## config.mk

```make
export PLATFORM = sky130hd
export DESIGN_NAME = weight_serializer
export DESIGN_NICKNAME = d
export VERILOG_FILES = /design/src/rtl/weight_serializer.sv
export SDC_FILE = /design/constraint.sdc
export NUM_CORES = 1
export LEC_CHECK = 0
export CAP_MARGIN = 20
export CORE_MARGIN = 4
export CORE_UTILIZATION = 35
export DETAILED_ROUTE_END_ITERATION = 6
export HOLD_SLACK_MARGIN = 0.03
export PLACE_DENSITY = 0.63
export SKIP_LAST_GASP = 1
export SLEW_MARGIN = 5
export SYNTH_ARGS = -nofsm -noshare
export SYNTH_HDL_FRONTEND = slang
export SYNTH_SLANG_ARGS = --single-unit
export TNS_END_PERCENT = 50
```

## constraint.sdc

```tcl
create_clock -name clk -period 2.4 [get_ports clk]
set_clock_uncertainty 0.2 [all_clocks]
set_input_delay 0.36 -clock clk [delete_from_list [all_inputs] [get_ports clk]]
set_output_delay 0.36 -clock clk [all_outputs]
set_load 0.005 [all_outputs]
```

## src/rtl/weight_serializer.sv

```systemverilog
// Bit-serial weight feeder for the neuron multiplier: two-entry pair buffer, LSB-first weight shift.
// Optional macro WSER_ZERO_SKIP_EN: zero weights bypass SHIFT/WAIT and report prod_zero.
module weight_serializer #(
  parameter int WIDTH    = 16,
  parameter int MULT_LAT = 1
) (
  input  logic             clk,
  input  logic             reset,
  input  logic             in_valid,
  output logic             in_ready,
  input  logic [WIDTH-1:0] in_neuron,
  input  logic [WIDTH-1:0] in_weight,
  output logic [WIDTH-1:0] input_neuron,
  output logic             Weight_bit,
  output logic             enable,
  output logic             mult_clear,
  output logic             prod_valid,
  output logic             prod_zero,
  output logic             busy
);

  localparam int CW = (WIDTH > 1) ? $clog2(WIDTH) : 1;
  localparam logic [CW-1:0] CNT_LAST  = CW'(WIDTH - 1);
  localparam logic [2:0]    WAIT_LAST = 3'((MULT_LAT > 0) ? MULT_LAT - 1 : 0);

  typedef enum logic [2:0] {IDLE, CLEAR, SHIFT, WAIT, DONE} state_t;

  state_t           state_reg, state_next;
  logic [CW-1:0]    cnt_reg, cnt_next;
  logic [2:0]       wait_reg, wait_next;
  logic [WIDTH-1:0] act_neuron_reg, act_neuron_next;
  logic [WIDTH-1:0] act_weight_reg, act_weight_next;
  logic [WIDTH-1:0] hold_neuron_reg, hold_neuron_next;
  logic [WIDTH-1:0] hold_weight_reg, hold_weight_next;
  logic             hold_full_reg, hold_full_next;
  logic [WIDTH-1:0] input_neuron_next;
  logic             weight_bit_next, enable_next, mult_clear_next;
  logic             prod_valid_next, prod_zero_next, busy_next;
  logic             accept, skip_shift;

  assign accept = in_valid && in_ready;

`ifdef WSER_ZERO_SKIP_EN
  assign skip_shift = (act_weight_reg == '0);
`else
  assign skip_shift = 1'b0;
`endif

  always_comb begin
    state_next       = state_reg;
    cnt_next         = cnt_reg;
    wait_next        = wait_reg;
    act_neuron_next  = act_neuron_reg;
    act_weight_next  = act_weight_reg;
    hold_neuron_next = hold_neuron_reg;
    hold_weight_next = hold_weight_reg;
    hold_full_next   = hold_full_reg;

    // A pair taken while the active slot is free (IDLE, or DONE with holding empty) bypasses holding.
    if (accept) begin
      if (state_reg == IDLE || state_reg == DONE) begin
        act_neuron_next = in_neuron;
        act_weight_next = in_weight;
      end else begin
        hold_neuron_next = in_neuron;
        hold_weight_next = in_weight;
        hold_full_next   = 1'b1;
      end
    end else if (state_reg == DONE && hold_full_reg) begin
      act_neuron_next = hold_neuron_reg;
      act_weight_next = hold_weight_reg;
      hold_full_next  = 1'b0;
    end

    case (state_reg)
      IDLE: if (accept) state_next = CLEAR;
      CLEAR: begin
        cnt_next   = '0;
        wait_next  = '0;
        state_next = skip_shift ? DONE : SHIFT;
      end
      SHIFT: begin
        if (cnt_reg == CNT_LAST) state_next = (MULT_LAT == 0) ? DONE : WAIT;
        else                     cnt_next   = cnt_reg + 1'b1;
      end
      WAIT: begin
        if (wait_reg == WAIT_LAST) state_next = DONE;
        else                       wait_next  = wait_reg + 3'd1;
      end
      DONE: state_next = (hold_full_reg || accept) ? CLEAR : IDLE;
      default: state_next = IDLE;
    endcase

    // Outputs are decoded from the next state so every port comes straight from a flop.
    mult_clear_next   = (state_next == CLEAR);
    enable_next       = (state_next == SHIFT);
    weight_bit_next   = enable_next && act_weight_next[cnt_next];
    prod_valid_next   = (state_next == DONE);
    prod_zero_next    = prod_valid_next && skip_shift;
    input_neuron_next = (state_next == CLEAR) ? act_neuron_next : input_neuron;
    busy_next         = (state_next != IDLE) || hold_full_next;
  end

  always_ff @(posedge clk or negedge reset) begin
    if (!reset) begin
      state_reg       <= IDLE;
      cnt_reg         <= '0;
      wait_reg        <= '0;
      act_neuron_reg  <= '0;
      act_weight_reg  <= '0;
      hold_neuron_reg <= '0;
      hold_weight_reg <= '0;
      hold_full_reg   <= 1'b0;
      in_ready        <= 1'b1;
      input_neuron    <= '0;
      Weight_bit      <= 1'b0;
      enable          <= 1'b0;
      mult_clear      <= 1'b0;
      prod_valid      <= 1'b0;
      prod_zero       <= 1'b0;
      busy            <= 1'b0;
    end else begin
      state_reg       <= state_next;
      cnt_reg         <= cnt_next;
      wait_reg        <= wait_next;
      act_neuron_reg  <= act_neuron_next;
      act_weight_reg  <= act_weight_next;
      hold_neuron_reg <= hold_neuron_next;
      hold_weight_reg <= hold_weight_next;
      hold_full_reg   <= hold_full_next;
      in_ready        <= !hold_full_next;
      input_neuron    <= input_neuron_next;
      Weight_bit      <= weight_bit_next;
      enable          <= enable_next;
      mult_clear      <= mult_clear_next;
      prod_valid      <= prod_valid_next;
      prod_zero       <= prod_zero_next;
      busy            <= busy_next;
    end
  end

endmodule

```

==> results.ini, run 1 <==
[placed_design]
place.gp.congestion=0.738
dp_hpwl_mm=6.41
placed_area_mm2=0.00503
portBuffers=56
placedCellCount=560

[floorplanning]
num_io_pins=58
dieHeight_um=116
dieArea_mm2=0.0134
die_x_um=116
start_util_pct=35.7
num_rows=39
coreArea_mm2=0.0114

[global_routing]
grt_pass1_vias=3129
grt_use_met2_pct=22.5
track_usage_pct=14.4
busiest_layer=met2
grtUsageMet3_pct=2.72
grt-ovfl-total=0
grt_pass1_wl_mm=15.2
grt_max_degree=69
antenna_found_initial=0
met1_usage_pct=19.8

[synthesis]
synth-simple-area-share_pct=9.89
synth.distinct_cells=44
synth_top_flop_cell=dfrtp_1
synth_top_family_by_area=compound AO/OA/AOI/OAI gates
synth_fp_nets=386
synth_common_cells=dfrtp_1, nor2_1, mux2_2
yosysMostFrequentCell=dfrtp_1
synth_top_area_cell=dfrtp_1
synth_compound_gate_area_share_pct=13.0
synth.top_cell.area_share_pct=59.0
synth_area_mm2=0.00407
ys_seq_area_share_pct=59.6
synth_seq_cells=97
syn_inst=348
yosys.area_share.xor_xnor_pct=0
synth_area_per_cell_um2=11.7
synthMuxAreaShare_pct=12.2
yosys_warnings=0
synth_area_leaders=dfrtp_1, mux2_2, nor2_1
synthAdderAreaFrac_pct=0.922
ys_async_sr_fraction_pct=100
synth_edf_count=0

[timing]
worst_slack_ps=-100
min_period_ps=2500
drv_slew=0
finalSetupViolCount=1
rsz0062_at_grt=yes
fmax_mhz=400
finalHoldViolCount=0
post-route-period-util_pct=104

[cts]
clk_pin_slew_ps=70
cts_root_buf=clkbuf_16
htreeDepth=3
cts_sinks=97
clockBufferDepth=2
clock_latency_ps=330
cts_tree=yes
cts_buffers=9

[min_path]
hp-class=register to register
whs_path_depth=2
min-delay-start=input_neuron[8]$_DFFE_PN0N_
min_to=input_neuron[8]$_DFFE_PN0N_

[setup_path]
critPathLaunchType=register
r2r_start=in_ready$_DFF_PN1_
cp_top_family=compound AO/OA/AOI/OAI gates
path_max_fanout=7
path_cells=and4bb_2, nor2b_4, buf_12, a222oi_1, mux2i_1, mux2_4, o31a_1, and4_1
worstSetupEndpointType=register
path_buf_inv=1
worstReg2RegEnd=Weight_bit$_DFF_PN0_
slowest_delay_ps=530
cp.arrival_ps=2530
worst-r2r-cell-count=8
path_class=register to register
slowest_stage=dfstp_2
rrSetupSlack_ps=-100
critPathRequiredTime_ps=2430

[routing]
drt_iter0_markers=168
wl_mm=9.11
drc=0
firstDrtPassIters=6
num_vias=3012
drtAntennaViolNets=0
via_per_inst=5.18
wl_per_cell_um=15.7

[pwr]
power.density_mw_per_mm2=1320
vdd_drop_max_v=0.000550
p_leak_uw=0.00240

[finish]
stdcell_area_mm2=0.00541
finalNonFillerCells=582
nets=472
fin_util_pct=47.4
syn2layout_area_growth_pct=32.8
antenna_cells=0
drive_gt1_share_pct=22.8
n_fill_cell=1076

[status]
violations=negative setup slack
status=finished, violations left

[flow_run]
max_cap_viol_count=0

==> layout make-up <==
type	instances	area [µm²]	area share (%)
sequential	97	2430	44.9
clock buffer	10	239	4.42
timing repair buffer	95	902	16.7
multi-input combinational	209	1510	27.8
clock inverter	6	72.6	1.34
tap	143	179	3.31
inverter	22	82.6	1.53
==> where the power goes <==
part / switching, µW / total, µW / internal, µW
logic: 1250 / 2890 / 1640
clock network: 638 / 1490 / 854
registers: 370 / 2780 / 2410
==> stage by stage <==
stage / setup slack, ps / setup TNS, ps / power, µW / hold WS (ps)
floorplan: -55.3 / -55.3 / 4430 / -136
global placement: -429 / -1430 / 5520 / 115
detailed placement: -523 / -2870 / 5630 / 120
CTS: -96.6 / -96.6 / 7220 / 282
global route: -206 / -206 / 7690 / 303
finish: -100 / -100 / 7160 / 275
==> cell families (layout without fill, tap and decap cells) <==
group,after synthesis,in the layout
muxes,45,45
other,1,1
adders and majority gates,3,3
and+or+nand+nor,90,90
DFF,97,97
buffers and inverters,42,133
AOI/OAI and AO/OA,70,70
==> timing repair <==
| action | in CTS | in global routing |
|---|---|---|
| hold endpoints to repair | 29 | 0 |
| pin swaps | 4 | 2 |
| hold buffers | 1 | 0 |
| setup buffers | 4 | 1 |
| gates resized for setup | 2 | 2 |
| setup endpoints to repair | 1 | 1 |
==> layout by cell type (no fill, tap or decap), types with 2 or more instances in the layout <==
| master | count |
|---|---|
| a22o_1 | 2 |
| nor2_1 | 39 |
| ha_1 | 2 |
| clkbuf_16 | 9 |
| nor3_1 | 2 |
| nand3_1 | 5 |
| inv_1 | 21 |
| o21a_1 | 2 |
| buf_4 | 35 |
| a222oi_1 | 14 |
| nand2_1 | 29 |
| a22oi_1 | 2 |
| buf_12 | 4 |
| clkdlybuf4s50_1 | 54 |
| dfrtp_1 | 96 |
| mux2i_1 | 9 |
| inv_6 | 3 |
| o22ai_1 | 16 |
| nand2b_1 | 4 |
| o31ai_1 | 16 |
| o21ai_0 | 5 |
| mux2_2 | 35 |
| a21oi_1 | 3 |
==> layer usage <==
layer,share of wire (%),up-vias
li1,-,1416
met1,46,1514
met2,48,73
met3,4.3,9
met4,1.5,0
met5,0,-
==> worst min-delay path: cells and delay by family, from the launching register on <==
family	cells	cell delay [ps]
flip-flops	1	340
AND/OR/NAND/NOR	1	50
AO/OA/AOI/OAI	1	50
==> worst max-delay path by stage <==
stage	from	end	slack [ps]	cells past startpoint
6_report	in_ready$_DFF_PN1_	Weight_bit$_DFF_PN0_	-100	8
5_1_grt	in_ready$_DFF_PN1_	Weight_bit$_DFF_PN0_	-210	8
4_1_cts	in_ready$_DFF_PN1_	Weight_bit$_DFF_PN0_	-100	8
3_5_place_dp	in_valid	Weight_bit$_DFF_PN0_	-520	8
3_3_place_gp	in_valid	Weight_bit$_DFF_PN0_	-430	8
2_1_floorplan	in_ready$_DFF_PN1_	Weight_bit$_DFF_PN0_	-60	9
Note: power is estimated with default switching activity, not from simulation.
==> run 2, diff against run 1 <==
PLACE_DENSITY = 0.56   (was 0.63)
==> run 2 against run 1 <==
  * First-iteration DRC count rose by 26%
  * Worst hold slack got worse by 44 ps
  * Global-route usage fell by 0.084 points
  * Combinational power fell by 5%
  * Sequential cell count did not move
  * The run still ends with negative setup slack left
  * Sequential share of layout area rose by 0.22 points
  * Setup slack got worse by 20 ps
  * Critical endpoint unchanged
  * Utilization fell by 0.23 points
  * Fmax fell by 0.79%
  * Final cell count fell by 0.52%
  * Highest routed layer unchanged
==> results.ini, run 2 (synthesized netlist as in run 1, its figures left out) <==
[timing]
fmax_mhz=397  ; was 400 MHz
hold_ws_ps=231  ; was 275 ps
finalSetupViolCount=1  ; unchanged
post-route-period-util_pct=105  ; was 104%
min_period_ps=2520  ; was 2500 ps
worst_pin_slew_ps=578
setup-tns-final_ps=-120  ; was -100 ps
finalHoldViolCount=0  ; unchanged
worst_slack_ps=-120  ; was -100 ps
rsz0062_at_grt=yes  ; unchanged
drv_slew=0  ; unchanged
slew_headroom_pct=61.5

[setup_path]
critPathLaunchType=register  ; unchanged
cp_top_family=simple AND/OR/NAND/NOR gates  ; was compound AO/OA/AOI/OAI gates
worstSetupEndpointType=register  ; unchanged
slowest_delay_ps=430  ; was 530 ps
path_max_fanout=8  ; was 7
critPathRequiredTime_ps=2430  ; about the same
cp.arrival_ps=2550  ; was 2530 ps
path_buf_inv=0  ; was 1
slowest_stage=dfrtp_1  ; was dfstp_2
path_class=register to register  ; unchanged
path_cells=and4bb_2, nor2b_4, a222oi_1, mux2i_1, mux2_2, or3_1, and4_1  ; was and4bb_2, nor2b_4, buf_12, a222oi_1, mux2i_1, mux2_4, o31a_1, and4_1

[routing]
wl_per_cell_um=15.6  ; was 15.7 µm
via_per_inst=5.13  ; was 5.18
drt_iter0_markers=212  ; was 168
wl_mm=9.01  ; was 9.11 mm
drtAntennaViolNets=0  ; unchanged
firstDrtPassIters=5  ; was 6
num_vias=2973  ; was 3012
drc=0  ; unchanged

[floorplanning]
start_util_pct=35.7  ; unchanged
num_rows=39  ; unchanged
die_x_um=116  ; unchanged
dieArea_mm2=0.0134  ; unchanged
dieHeight_um=116  ; unchanged
num_io_pins=58  ; unchanged
coreArea_mm2=0.0114  ; unchanged

[global_routing]
track_usage_pct=14.4  ; about the same
grt-ovfl-total=0  ; unchanged
grt_pass1_wl_mm=15.1  ; was 15.2 mm
grt_pass1_vias=3118  ; was 3129
antenna_found_initial=0  ; unchanged
grt_max_degree=53  ; was 69

[finish]
final_common_cell=dfrtp_1  ; unchanged
finalNonFillerCells=579  ; was 582
final_cell_mix=dfrtp_1, clkdlybuf4s50_1, nor2_1  ; unchanged
antenna_cells=0  ; unchanged
syn2layout_area_growth_pct=32.2  ; was 32.8%
nets=469  ; was 472
drive_gt1_share_pct=21.8  ; was 22.8%

[placed_design]
place.gp.congestion=0.818  ; was 0.738
portBuffers=56  ; unchanged
placedCellCount=558  ; was 560
dp_hpwl_mm=6.10  ; was 6.41 mm

[cts]
clk_pin_slew_ps=70  ; about the same
clockBufferDepth=2  ; unchanged
htreeDepth=3  ; unchanged
cts_buffers=9  ; unchanged
cts_root_buf=clkbuf_16  ; unchanged
cts_sinks=97  ; unchanged
cts_tree=yes  ; unchanged
clock_latency_ps=340  ; was 330 ps

[status]
violations=negative setup slack  ; unchanged
status=finished, violations left  ; unchanged

[flow_run]
max_cap_viol_count=0  ; unchanged

[min_path]
hp-class=input port to async pin  ; was register to register

[pwr]
total_power_uw=7070  ; was 7160 µW
vdd_drop_max_v=0.000523  ; was 0.000550 V
power.density_mw_per_mm2=1310  ; was 1320 mW/mm²
p_leak_uw=0.00238  ; was 0.00240 µW

==> run 2: cell types whose count changed in the layout (fill, tap and decap cells not counted), sizes merged <==
cell      change
bufinv        +1
clkinvlp      +2
buf           -3
inv           -3
==> run 2: final cells by class <==
class | count | area [µm²]
multi-input combinational | 209 | 1500
clock buffer | 10 | 229
timing repair buffer | 92 | 871
clock inverter | 6 | 91.3
inverter | 22 | 82.6
fill | 1074 | 6030
tap | 143 | 179
sequential | 97 | 2430
==> run 2: worst register-to-register path, stage by stage (launching register included) <==
cell	delay (ps)
dfrtp_1	430
and4bb_2	360
nor2b_4	80
a222oi_1	430
mux2i_1	140
mux2_2	280
or3_1	290
and4_1	200
==> run 2: what timing repair did <==
action / in CTS / in global routing
hold buffers: 1 / 0
endpoints found under the hold margin: 19 / 0
endpoints found under the setup margin: 1 / 1
setup buffers: 3 / 1
cloned: 0 / 0
resized for setup: 1 / 3
pin swaps: 2 / 1
==> run 2: per-layer routing <==
| metal | vias up | share of wire [%] | GRT usage [%] |
|---|---|---|---|
| li1 | 1411 | - | - |
| met1 | 1488 | 47 | 19.4 |
| met2 | 61 | 47 | 22.6 |
| met3 | 13 | 4.4 | 3.71 |
| met4 | 0 | 1.7 | 4.87 |
| met5 | - | 0 | 0 |
==> run 2: power by group <==
group / total (µW) / internal, µW / switching [µW] / leakage (µW)
Combinational: 2750 / 1550 / 1200 / 0.00107
Sequential: 2780 / 2410 / 366 / 0.00116
Clock: 1540 / 919 / 626 / 0.000151
==> run 2: metrics by stage <==
step           setup WS (ps)  instance area (µm²)  utilization, %
2_1_floorplan          -55.3                 4090               -
3_3_place_gp            -457                 5000            43.8
3_5_place_dp            -490                 5000            43.8
4_1_cts                 -123                 5360            46.9
5_1_grt                 -244                 5380            47.2
6_report                -120                 5380            47.2
==> run 2: final timing paths <==
path                                             start                             end  slack [ps]  cells past startpoint
max                             state_reg[1]$_DFF_PN0_            Weight_bit$_DFF_PN0_        -120                      7
max in group asynchronous                        reset  hold_weight_reg[3]$_DFFE_PN0P_        1140                      3
min                                              reset            mult_clear$_DFF_PN0_         230                      2
max reg2reg                     state_reg[1]$_DFF_PN0_            Weight_bit$_DFF_PN0_        -120                      7
min in group clk           input_neuron[7]$_DFFE_PN0N_     input_neuron[7]$_DFFE_PN0N_         280                      2
min reg2reg                input_neuron[7]$_DFFE_PN0N_     input_neuron[7]$_DFFE_PN0N_         280                      2
==> run 3, diff against run 2 <==
ABC_AREA = 1   (was unset)
==> run 3 against run 2 <==
  * Register-to-register slack improved by 380 ps
  * Critical path depth unchanged
  * Setup slack improved by 380 ps
  * Sequential cell count unchanged
  * Via count increased by 27%
  * Sequential power about the same
  * Cell area increased by 5.4%
  * Fmax increased by 18%
  * Critical path type unchanged
  * The flow now finishes without violations
  * Clock power decreased by 8%
  * Worst hold slack improved by 45 ps
  * Non-clock buffer count decreased by 16
==> results.ini, run 3 <==
[setup_path]
slowest_stage=dfrtp_1  ; unchanged
cp.depth=7  ; unchanged
worstSetupEndpointType=register  ; unchanged
cp_top_family=buffers and inverters  ; was simple AND/OR/NAND/NOR gates
critPathRequiredTime_ps=2440  ; was 2430 ps
worstReg2RegEnd=input_neuron[0]$_DFFE_PN0N_  ; was Weight_bit$_DFF_PN0_
cp.arrival_ps=2180  ; was 2550 ps
worst-r2r-cell-count=7  ; unchanged
crit_start=state_reg[1]$_DFF_PN0_  ; unchanged
path_cells=nor2_4, buf_4, nand2_1, buf_4, nand2_2, buf_12, mux2_2  ; was and4bb_2, nor2b_4, a222oi_1, mux2i_1, mux2_2, or3_1, and4_1
path_class=register to register  ; unchanged
path_buf_inv=3  ; was 0
r2r_start=state_reg[1]$_DFF_PN0_  ; unchanged
critPathLaunchType=register  ; unchanged
slowest_delay_ps=450  ; was 430 ps
critPathCapture=input_neuron[0]$_DFFE_PN0N_  ; was Weight_bit$_DFF_PN0_
path_max_fanout=17  ; was 8
rrSetupSlack_ps=260  ; was -120 ps
cpMostUsedCell=buf_4

[timing]
rsz0062_at_grt=no  ; was yes
drv_slew=0  ; unchanged
finalHoldViolCount=0  ; unchanged
post-route-period-util_pct=89.2  ; was 105%
min_period_ps=2140  ; was 2520 ps
worst_slack_ps=259  ; was -120 ps
fmax_mhz=467  ; was 397 MHz
finalSetupViolCount=0  ; was 1
setup-tns-final_ps=0  ; was -120 ps

[routing]
drtAntennaViolNets=0  ; unchanged
via_per_inst=4.88  ; was 5.13
wl_per_cell_um=14.5  ; was 15.6 µm
num_vias=3776  ; was 2973
drc=0  ; unchanged
drt_iter0_markers=151  ; was 212
firstDrtPassIters=4  ; was 5
wl_mm=11.2  ; was 9.01 mm

[synthesis]
synth_area_per_cell_um2=8.45  ; was 11.7 µm²
synth_fp_nets=574  ; was 386
ys_async_sr_fraction_pct=100  ; unchanged
synth_top_area_cell=dfrtp_1  ; unchanged
synth_area_leaders=dfrtp_1, nand2_1, nand3_1  ; was dfrtp_1, mux2_2, nor2_1
synth.top_cell.area_share_pct=53.1  ; was 59.0%
yosys_warnings=0  ; unchanged
synth_area_mm2=0.00453  ; was 0.00407 mm²
synth_seq_cells=97  ; unchanged
synth_top_flop_cell=dfrtp_1  ; unchanged
yosysMostFrequentCell=nand2_1  ; was dfrtp_1
synth.distinct_cells=28  ; was 44
synth_edf_count=0  ; unchanged
ys_seq_area_share_pct=53.6  ; was 59.6%
syn_inst=536  ; was 348
synth_common_cells=nand2_1, dfrtp_1, nor2_1  ; was dfrtp_1, nor2_1, mux2_2

[cts]
cts_buffers=9  ; unchanged
cts_sinks=97  ; unchanged
clk_pin_slew_ps=70  ; about the same
clockBufferDepth=2  ; unchanged
post_cts_buffers=0  ; was 3
cts_resized=0  ; was 1
cts_root_buf=clkbuf_16  ; unchanged
clock_latency_ps=350  ; was 340 ps
htreeDepth=3  ; unchanged
cts_tree=yes  ; unchanged

[finish]
drive_gt1_share_pct=11.1  ; was 21.8%
final_common_cell=nand2_1  ; was dfrtp_1
syn2layout_area_growth_pct=25.4  ; was 32.2%
seq_area_mm2=0.00243  ; unchanged
multi_input_area_mm2=0.00179  ; was 0.00150 mm²
stdcell_area_mm2=0.00568  ; was 0.00538 mm²
n_fill_cell=1239  ; was 1074
final_cell_mix=nand2_1, dfrtp_1, nor2_1  ; was dfrtp_1, clkdlybuf4s50_1, nor2_1
nets=635  ; was 469
antenna_cells=0  ; unchanged
finalNonFillerCells=774  ; was 579

[flow_run]
max_cap_viol_count=0  ; unchanged

[pwr]
vdd_drop_max_v=0.000681  ; was 0.000523 V
total_power_uw=6950  ; was 7070 µW
power.density_mw_per_mm2=1220  ; was 1310 mW/mm²
p_leak_uw=0.00277  ; was 0.00238 µW

[global_routing]
grt-ovfl-total=0  ; unchanged
grt_max_degree=41  ; was 53
grt_use_met2_pct=26.7  ; was 22.6%
met1_usage_pct=21.2  ; was 19.4%
grt_pass1_wl_mm=19.2  ; was 15.1 mm
track_usage_pct=16.4  ; was 14.4%
grtUsageMet3_pct=4.74  ; was 3.71%
grt_pass1_vias=3914  ; was 3118
busiest_layer=met2  ; unchanged
antenna_found_initial=0  ; unchanged

[placed_design]
portBuffers=56  ; unchanged
dp_hpwl_mm=7.53  ; was 6.10 mm
placed_area_mm2=0.00537  ; was 0.00500 mm²
preCtsSetupSlack_ps=106  ; was -490 ps
place.gp.congestion=0.806  ; was 0.818
placedCellCount=757  ; was 558

[floorplanning]
die_x_um=122  ; was 116 µm
start_util_pct=35.9  ; was 35.7%
num_rows=41  ; was 39
dieArea_mm2=0.0148  ; was 0.0134 mm²
dieHeight_um=122  ; was 116 µm
num_io_pins=58  ; unchanged
coreArea_mm2=0.0126  ; was 0.0114 mm²

[min_path]
min-delay-start=hold_neuron_reg[1]$_DFFE_PN0P_
hp-class=register to register  ; was input port to async pin

[status]
status=finished clean  ; was finished, violations left

==> run 3: cell count changes after synthesis, sizes merged, moves of 9 or more <==
| cell | change |
|---|---|
| mux2i | -9 |
| a22oi | +14 |
| nand2 | +123 |
| o22ai | -16 |
| o21ai | +41 |
| a222oi | -14 |
| nand3 | +43 |
| o31ai | -16 |
| mux2 | -20 |
| inv | +26 |
| nand4 | +9 |
| nor2 | +19 |
==> run 3: area by class of cell <==
| cell class | instances | share of cell area (%) |
|---|---|---|
| clock buffers | 13 | 4.76 |
| well taps | 172 | 3.79 |
| repair buffers | 76 | 13.6 |
| multi-input cells | 366 | 31.5 |
| clock inverters | 3 | 0.419 |
| flip-flops and latches | 97 | 42.8 |
| inverters | 47 | 3.11 |
==> run 3: per-stage QoR <==
stage                     utilization (%)  hold slack (ps)
final                                45.0              275
after global routing                 45.0              294
after CTS                            45.0              280
after detailed placement             42.6              125
after global placement               42.6              122
after floorplan                         -             -136
==> run 3: worst min path at each step <==
stage / slack (ps) / depth (start not counted) / end
final: 280 / 2 / hold_neuron_reg[1]$_DFFE_PN0P_
after global routing: 290 / 2 / hold_neuron_reg[3]$_DFFE_PN0P_
after CTS: 280 / 2 / hold_neuron_reg[7]$_DFFE_PN0P_
after detailed placement: 120 / 1 / wait_reg[1]$_DFFE_PN0P_
after global placement: 120 / 1 / wait_reg[2]$_DFFE_PN0P_
after floorplan: -140 / 0 / Weight_bit$_DFF_PN0_
==> run 3: timing repair <==
action,CTS,global route
hold buffers,1,0
endpoints found under the hold margin,27,0
endpoints found under the setup margin,0,0
==> run 3: report_power, final <==
part           total [µW]  switching (µW)  internal, µW
combinational        2760            1530          1230
clock                1420             629           790
sequential           2770             400          2370
==> run 3: worst reg2reg max path: stages (launching register included) <==
cell and delay [ps]:
dfrtp_1 450, nor2_4 250, buf_4 230, nand2_1 100
buf_4 190, nand2_2 100, buf_12 160, mux2_2 350
==> run 3: kinds of logic after synthesis <==
logic type                 after synthesis  share of synthesized area [%]
adders and majority gates                3                          0.829
DFF                                     97                           53.6
muxes                                   16                           3.98
AOI/OAI and AO/OA                       72                           8.96
buffers and inverters                   73                           6.94
and+or+nand+nor                        274                           25.6
other                                    1                         0.0828
==> run 3: per-layer routing <==
metal,vias up,part of all wire (%)
met5,-,0
met4,0,1.5
met3,14,4.6
met2,87,47
met1,1816,47
li1,1859,-
==> RTL edit 1 (flow settings as in run 3) <==
Encoding of `state_t`: now one-hot (5 bits for 5 states).
--- a/src/rtl/weight_serializer.sv
+++ b/src/rtl/weight_serializer.sv
@@ -24,5 +24,5 @@
   localparam logic [2:0]    WAIT_LAST = 3'((MULT_LAT > 0) ? MULT_LAT - 1 : 0);
 
-  typedef enum logic [2:0] {IDLE, CLEAR, SHIFT, WAIT, DONE} state_t;
+  typedef enum logic [4:0] {IDLE = 5'b00001, CLEAR = 5'b00010, SHIFT = 5'b00100, WAIT = 5'b01000, DONE = 5'b10000} state_t;
 
   state_t           state_reg, state_next;
Check against the original RTL: same outputs for any inputs over 10 cycles, from zero or initial values and one cycle with reset low; not proved beyond that.
==> RTL edit 1 against run 3 <==
  * Power down 18%
  * Setup slack better by 0.084 ns
  * Combinational power down 27%
  * Wire length down 13%
  * Sequential cell count down 14
  * Cell area down 11%
  * Area after synthesis down 13%
  * Critical path depth up 4
  * Largest power group unchanged
==> RTL edit 1: results (changes against run 3) <==
- The fraction of layout cells with a size suffix above 1 was 10.31% (-0.82 points).
- The net count after synthesis is 522 (-9.1%).
- The number of fillers in the final layout is 1,086 (-12%).
- The post-placement worst setup slack is 0.1977 ns (+0.09173 ns).
- The fmax is 486.2 MHz (+4.1%).
- Broken down by cell family, the worst path's largest delay share belongs to simple AND/OR/NAND/NOR gates.
- The mux cell area share after synthesis is 0% (-4.0 points).
- The flow ran to the end, and the final reports show no timing, DRC or antenna violations.
- The fraction of registers with async set/reset is 100.0% (unchanged).
- The slack of the worst reg-to-reg path is 0.34 ns (+0.08 ns).
- The initial detailed-routing violation count was 205 (+36%).
- The met2 track demand over resource in global routing is 25.84% (-0.86 points).
- The largest net degree at the start of global routing came to 57 (+39%).
- The root buffer cell is sky130_fd_sc_hd__clkbuf_16.
- The number of standard cells after synthesis is 484 (-9.7%).
- The final-stage net count is 586 (-7.7%).
- The total placed cells including tap cells came to 676 (-11%).
- After synthesis, the most frequently instantiated cells are sky130_fd_sc_hd__nand2_1 (164), sky130_fd_sc_hd__dfrtp_1 (81), sky130_fd_sc_hd__nand3_1 (69).
- The maximum fanout along the worst path came to 6 (-11).
- The number of non-filler instances in the completed layout came to 693 (-10%).
- The met3 routing resource usage after global routing is 2.643% (-2.1 points).
- The half-perimeter wire length of the detailed placement result was 6.791 mm (-9.8%).
- The total vias in the final route came to 3,370 (-11%).
- The routed wire length per instance is 14.06 um (-3.2%).
- The arrival time reported for the critical path endpoint is 2.13 ns (-0.05 ns).
- The synthesized-area fraction occupied by adder cells came to 0.9485% (+0.12 points).
- The sum of met3 wire segment lengths after detailed routing is 449 um (-12%).
- The routed length on met2 is 4.636 mm (-13%).
- The accumulated negative setup slack is 0 ns (unchanged).
- The area of the multi-input gates is 0.001635 mm^2 (-8.6%).
- The maximum level of the CTS H-tree is 3 (unchanged).
- In the post-synthesis netlist, the biggest area contributors are sky130_fd_sc_hd__dfrtp_1 (51%), sky130_fd_sc_hd__nand2_1 (16%), sky130_fd_sc_hd__nand3_1 (8.7%), sky130_fd_sc_hd__nor2_1 (4.4%), sky130_fd_sc_hd__o22ai_1 (2.5%).
- The met1 layer usage reported by global route is 21.98% (+0.76 points).
- The placed standard-cell area was 0.004726 mm^2 (-12%).
- The worst stage delay on the critical path is 0.39 ns (-0.06 ns).
- The design internal power was 3.737 mW (-15%).
- The post-route met1 wirelength came to 4.511 mm (-14%).
- The number of antenna violations at the first check in global routing is 0 (unchanged).
- The global-route usage over all layers came to 16.03% (-0.33 points).
- The final-layout worst hold slack is 0.2720 ns (-0.003318 ns).
- The synthesized-area fraction occupied by ao, oa, aoi and oai cells is 6.102% (-2.9 points).
- The distinct cell type count after synthesis is 31 (+11%).
- The final weighted congestion of routability-driven global placement is 0.8456 (+4.9%).
- The first-pass GRT wire length is 16.66 mm (-13%).
- The peak ir drop on the vdd network is 0.3781 mV (-45%).
- The cell leakage power is 2.393 nW (-14%).
- The proportion of synthesized chip area in sequential cells is 52.55% (-1.1 points).
- The number of warnings issued by yosys is 0 (unchanged).
## RTL edit 1: cell types whose count changed after synthesis, moves of 16 or more
| cell | before | now |
|---|---|---|
| sky130_fd_sc_hd__o21ai_0 | 36 | 10 |
| sky130_fd_sc_hd__inv_1 | 41 | 25 |
| sky130_fd_sc_hd__nand3_1 | 47 | 69 |
| sky130_fd_sc_hd__mux2_2 | 16 | 0 |
| sky130_fd_sc_hd__a22oi_1 | 16 | 0 |
| sky130_fd_sc_hd__o22ai_1 | 0 | 16 |
| sky130_fd_sc_hd__nand2_1 | 148 | 164 |
## RTL edit 1: path summary, 6_finish.rpt
path	start	endpoint	depth (start not counted)
max	cnt_reg[0]	Weight_bit	11
max reg2reg	cnt_reg[0]	Weight_bit	11
max in group asynchronous	reset	state_reg[0]	3
min reg2reg	hold_weight_reg[2]	hold_weight_reg[2]	2
min in group asynchronous	reset	input_neuron[5]	2
min	hold_weight_reg[2]	hold_weight_reg[2]	2
## RTL edit 1: power groups by stage
stage	clock [mW]	combinational [mW]	sequential [mW]
6_report	1.43	2.01	2.29
5_1_grt	1.52	2.31	2.37
4_1_cts	1.46	2.04	2.29
3_5_place_dp	0	2.03	2.31
3_3_place_gp	0	1.99	2.30
2_1_floorplan	0	1.28	2.26
## RTL edit 1: timing repair
item / CTS / global route
hold buffers: 1 / 0
hold endpoints to repair: 27 / 0
endpoints found under the setup margin: 0 / 1
gates resized for setup: 0 / 1
## RTL edit 1: final cells by class
type                       count  area share, %
clock buffer                   9          4.465
clock inverter                 7          1.588
inverter                      30          2.282
multi-input combinational    350          32.42
sequential                    83          41.23
tap                          140          3.473
timing repair buffer          74          14.54
==> RTL edit 2 (settings of run 3) <==
Without the edit above. Set the parameter `WIDTH` to 8 (it was 16).
--- a/src/rtl/weight_serializer.sv
+++ b/src/rtl/weight_serializer.sv
@@ -2,5 +2,5 @@
 // Optional macro WSER_ZERO_SKIP_EN: zero weights bypass SHIFT/WAIT and report prod_zero.
 module weight_serializer #(
-  parameter int WIDTH    = 16,
+  parameter int WIDTH    = 8,
   parameter int MULT_LAT = 1
 ) (
Interface: changed (resized in_neuron, in_weight and input_neuron); port bits go from 58 to 34. The function was not compared with the original's and may differ.
==> RTL edit 2 against run 3 <==
  * Setup slack gained 0.11 ns
  * First-iteration DRC count grew 14%
  * Cell area shrank 44%
  * Sequential cell count shrank 41
  * Non-clock buffer count shrank 34
  * Power shrank 45%
  * Area after synthesis shrank 41%
  * Critical path depth grew 4
  * Wire length shrank 47%
==> RTL edit 2: results (changes against run 3) <==
- The total placed cells including tap cells was 454 (-40%).
- The number of non-filler instances in the completed layout is 463 (-40%).
- The clock latency on the worst-skew pair was 0.31 ns (-0.04 ns).
- The worst hold path belongs to the class flop to flop.
- The average cell area after synthesis is 8.100 um^2 (-4.1%).
- The number of warnings issued by yosys is 0 (unchanged).
- The global-route usage over all layers is 14.91% (-1.5 points).
- The net count after synthesis is 349 (-39%).
- The post-detailed-route via-to-cell ratio is 4.784 (-1.9%).
- The number of global-route vias before repair is 2,168 (-45%).
- The maximum level of the CTS H-tree came to 2 (-1).
- The root buffer cell is sky130_fd_sc_hd__clkbuf_8.
- The number of fillers in the final layout came to 739 (-40%).
- The worst-path cell with the longest stage delay is sky130_fd_sc_hd__dfrtp_1.
- The worst stage delay on the critical path is 0.43 ns (-0.02 ns).
- The peak ir drop on the vdd network is 0.4879 mV (-28%).
- The cell leakage power was 1.608 nW (-42%).
- The half-perimeter wire length of the detailed placement result is 4.405 mm (-42%).
- The detailed-router iteration count before antenna repair came to 5 (+1).
- The number of buffers on the longest clock path is 2 (unchanged).
- By area the synthesized netlist is led by sky130_fd_sc_hd__dfrtp_1 (52%), sky130_fd_sc_hd__nand2_1 (14%), sky130_fd_sc_hd__nand3_1 (6.0%), sky130_fd_sc_hd__inv_1 (5.1%), sky130_fd_sc_hd__o21ai_0 (5.1%).
- The number of gates given a new drive strength after cts is 0 (unchanged).
- The number of buffers inserted during clock tree synthesis is 5 (-4).
- The initial detailed-routing violation count is 172 (+14%).
- The startpoint identified for the worst hold timing path is hold_weight_reg[5].
- The arrival time reported for the critical path endpoint is 2.07 ns (-0.11 ns).
- The first-pass GRT wire length is 10.44 mm (-46%).
- The cell family contributing the most delay on the critical path is simple AND/OR/NAND/NOR gates.
- The flow ran to the end, and the final reports show no timing, DRC or antenna violations.
- The final weighted congestion of routability-driven global placement is 0.8229 (+2.1%).
- The final-stage net count is 385 (-39%).
- The clock transition at the register clock pins on the worst setup and hold paths after CTS is 0.10 ns (+0.03 ns).
- Tracing the worst setup path back leads to its startpoint at state_reg[0].
- The clock period minus worst slack was 2.027 ns (-0.1141 ns).
- The most common flop cell mapped by yosys is sky130_fd_sc_hd__dfrtp_1.
- The proportion of synthesized chip area in sequential cells was 52.95% (-0.70 points).
- The largest net degree at the start of global routing is 26 (-37%).
- The post-placement worst setup slack came to 0.2277 ns (+0.1217 ns).
- The count of input and output buffers is 32 (-43%).
- The fraction of layout cells with a size suffix above 1 is 7.967% (-3.2 points).
- By count the netlist is led by sky130_fd_sc_hd__nand2_1 (100), sky130_fd_sc_hd__dfrtp_1 (55), sky130_fd_sc_hd__inv_1 (36).
- The placed standard-cell area came to 0.003095 mm^2 (-42%).
- The depth of the most critical reg-to-reg path was 11 (+4).
- The distinct cell type count after synthesis is 23 (-18%).
- The aggregate routed wire length is 5.981 mm (-47%).
-- RTL edit 2: metal layers --
metal,global-route usage (%),share of wire [%],up-vias
li1,-,-,1119
met1,21.29,51,1036
met2,22.43,43,52
met3,2.709,3.9,8
met4,5.649,1.7,0
met5,0,0,-
-- RTL edit 2: power breakdown --
| part | switching, mW | total, mW | internal, mW |
|---|---|---|---|
| clock network | 0.325 | 0.538 | 0.214 |
| logic | 1.00 | 1.69 | 0.692 |
| registers | 0.253 | 1.61 | 1.36 |
-- RTL edit 2: cells by family after synthesis --
family / count (synthesis) / share of synthesized area, %
AO/OA/AOI/OAI: 37 / 8.266
adder cells (fa/ha/maj): 3 / 1.417
buffers and inverters: 51 / 8.125
flip-flops: 56 / 52.95
other: 1 / 0.1416
AND/OR/NAND/NOR: 179 / 29.10
-- RTL edit 2: worst reg2reg max path: cells and delay by family, from the launching register on --
| family | cells | cell delay (ns) |
|---|---|---|
| simple gates | 10 | 1.10 |
| flops | 1 | 0.43 |
| buf+inv | 1 | 0.24 |
-- RTL edit 2: area by class of cell --
type                       instances  area (um^2)  area share [%]
clock inverter                     3        26.28          0.8210
clock buffer                       5        68.82           2.150
sequential                        56         1403           43.82
inverter                          38        142.6           4.457
timing repair buffer              42        405.4           12.67
tap                               99        123.9           3.870
multi-input combinational        220         1031           32.21
-- RTL edit 2: timing repair --
item                                   in CTS  in global routing
setup buffers                               0                  0
endpoints found under the hold margin      16                  0
hold buffers                                1                  0
-- RTL edit 2: path summary, 6_finish.rpt --
check	slack [ns]	endpoint
max in group asynchronous	1.07	in_ready
min in group asynchronous	0.30	input_neuron[3]
hold reg to reg	0.28	hold_weight_reg[5]
hold / removal	0.28	hold_weight_reg[5]
setup / recovery	0.37	Weight_bit
setup reg to reg	0.37	Weight_bit
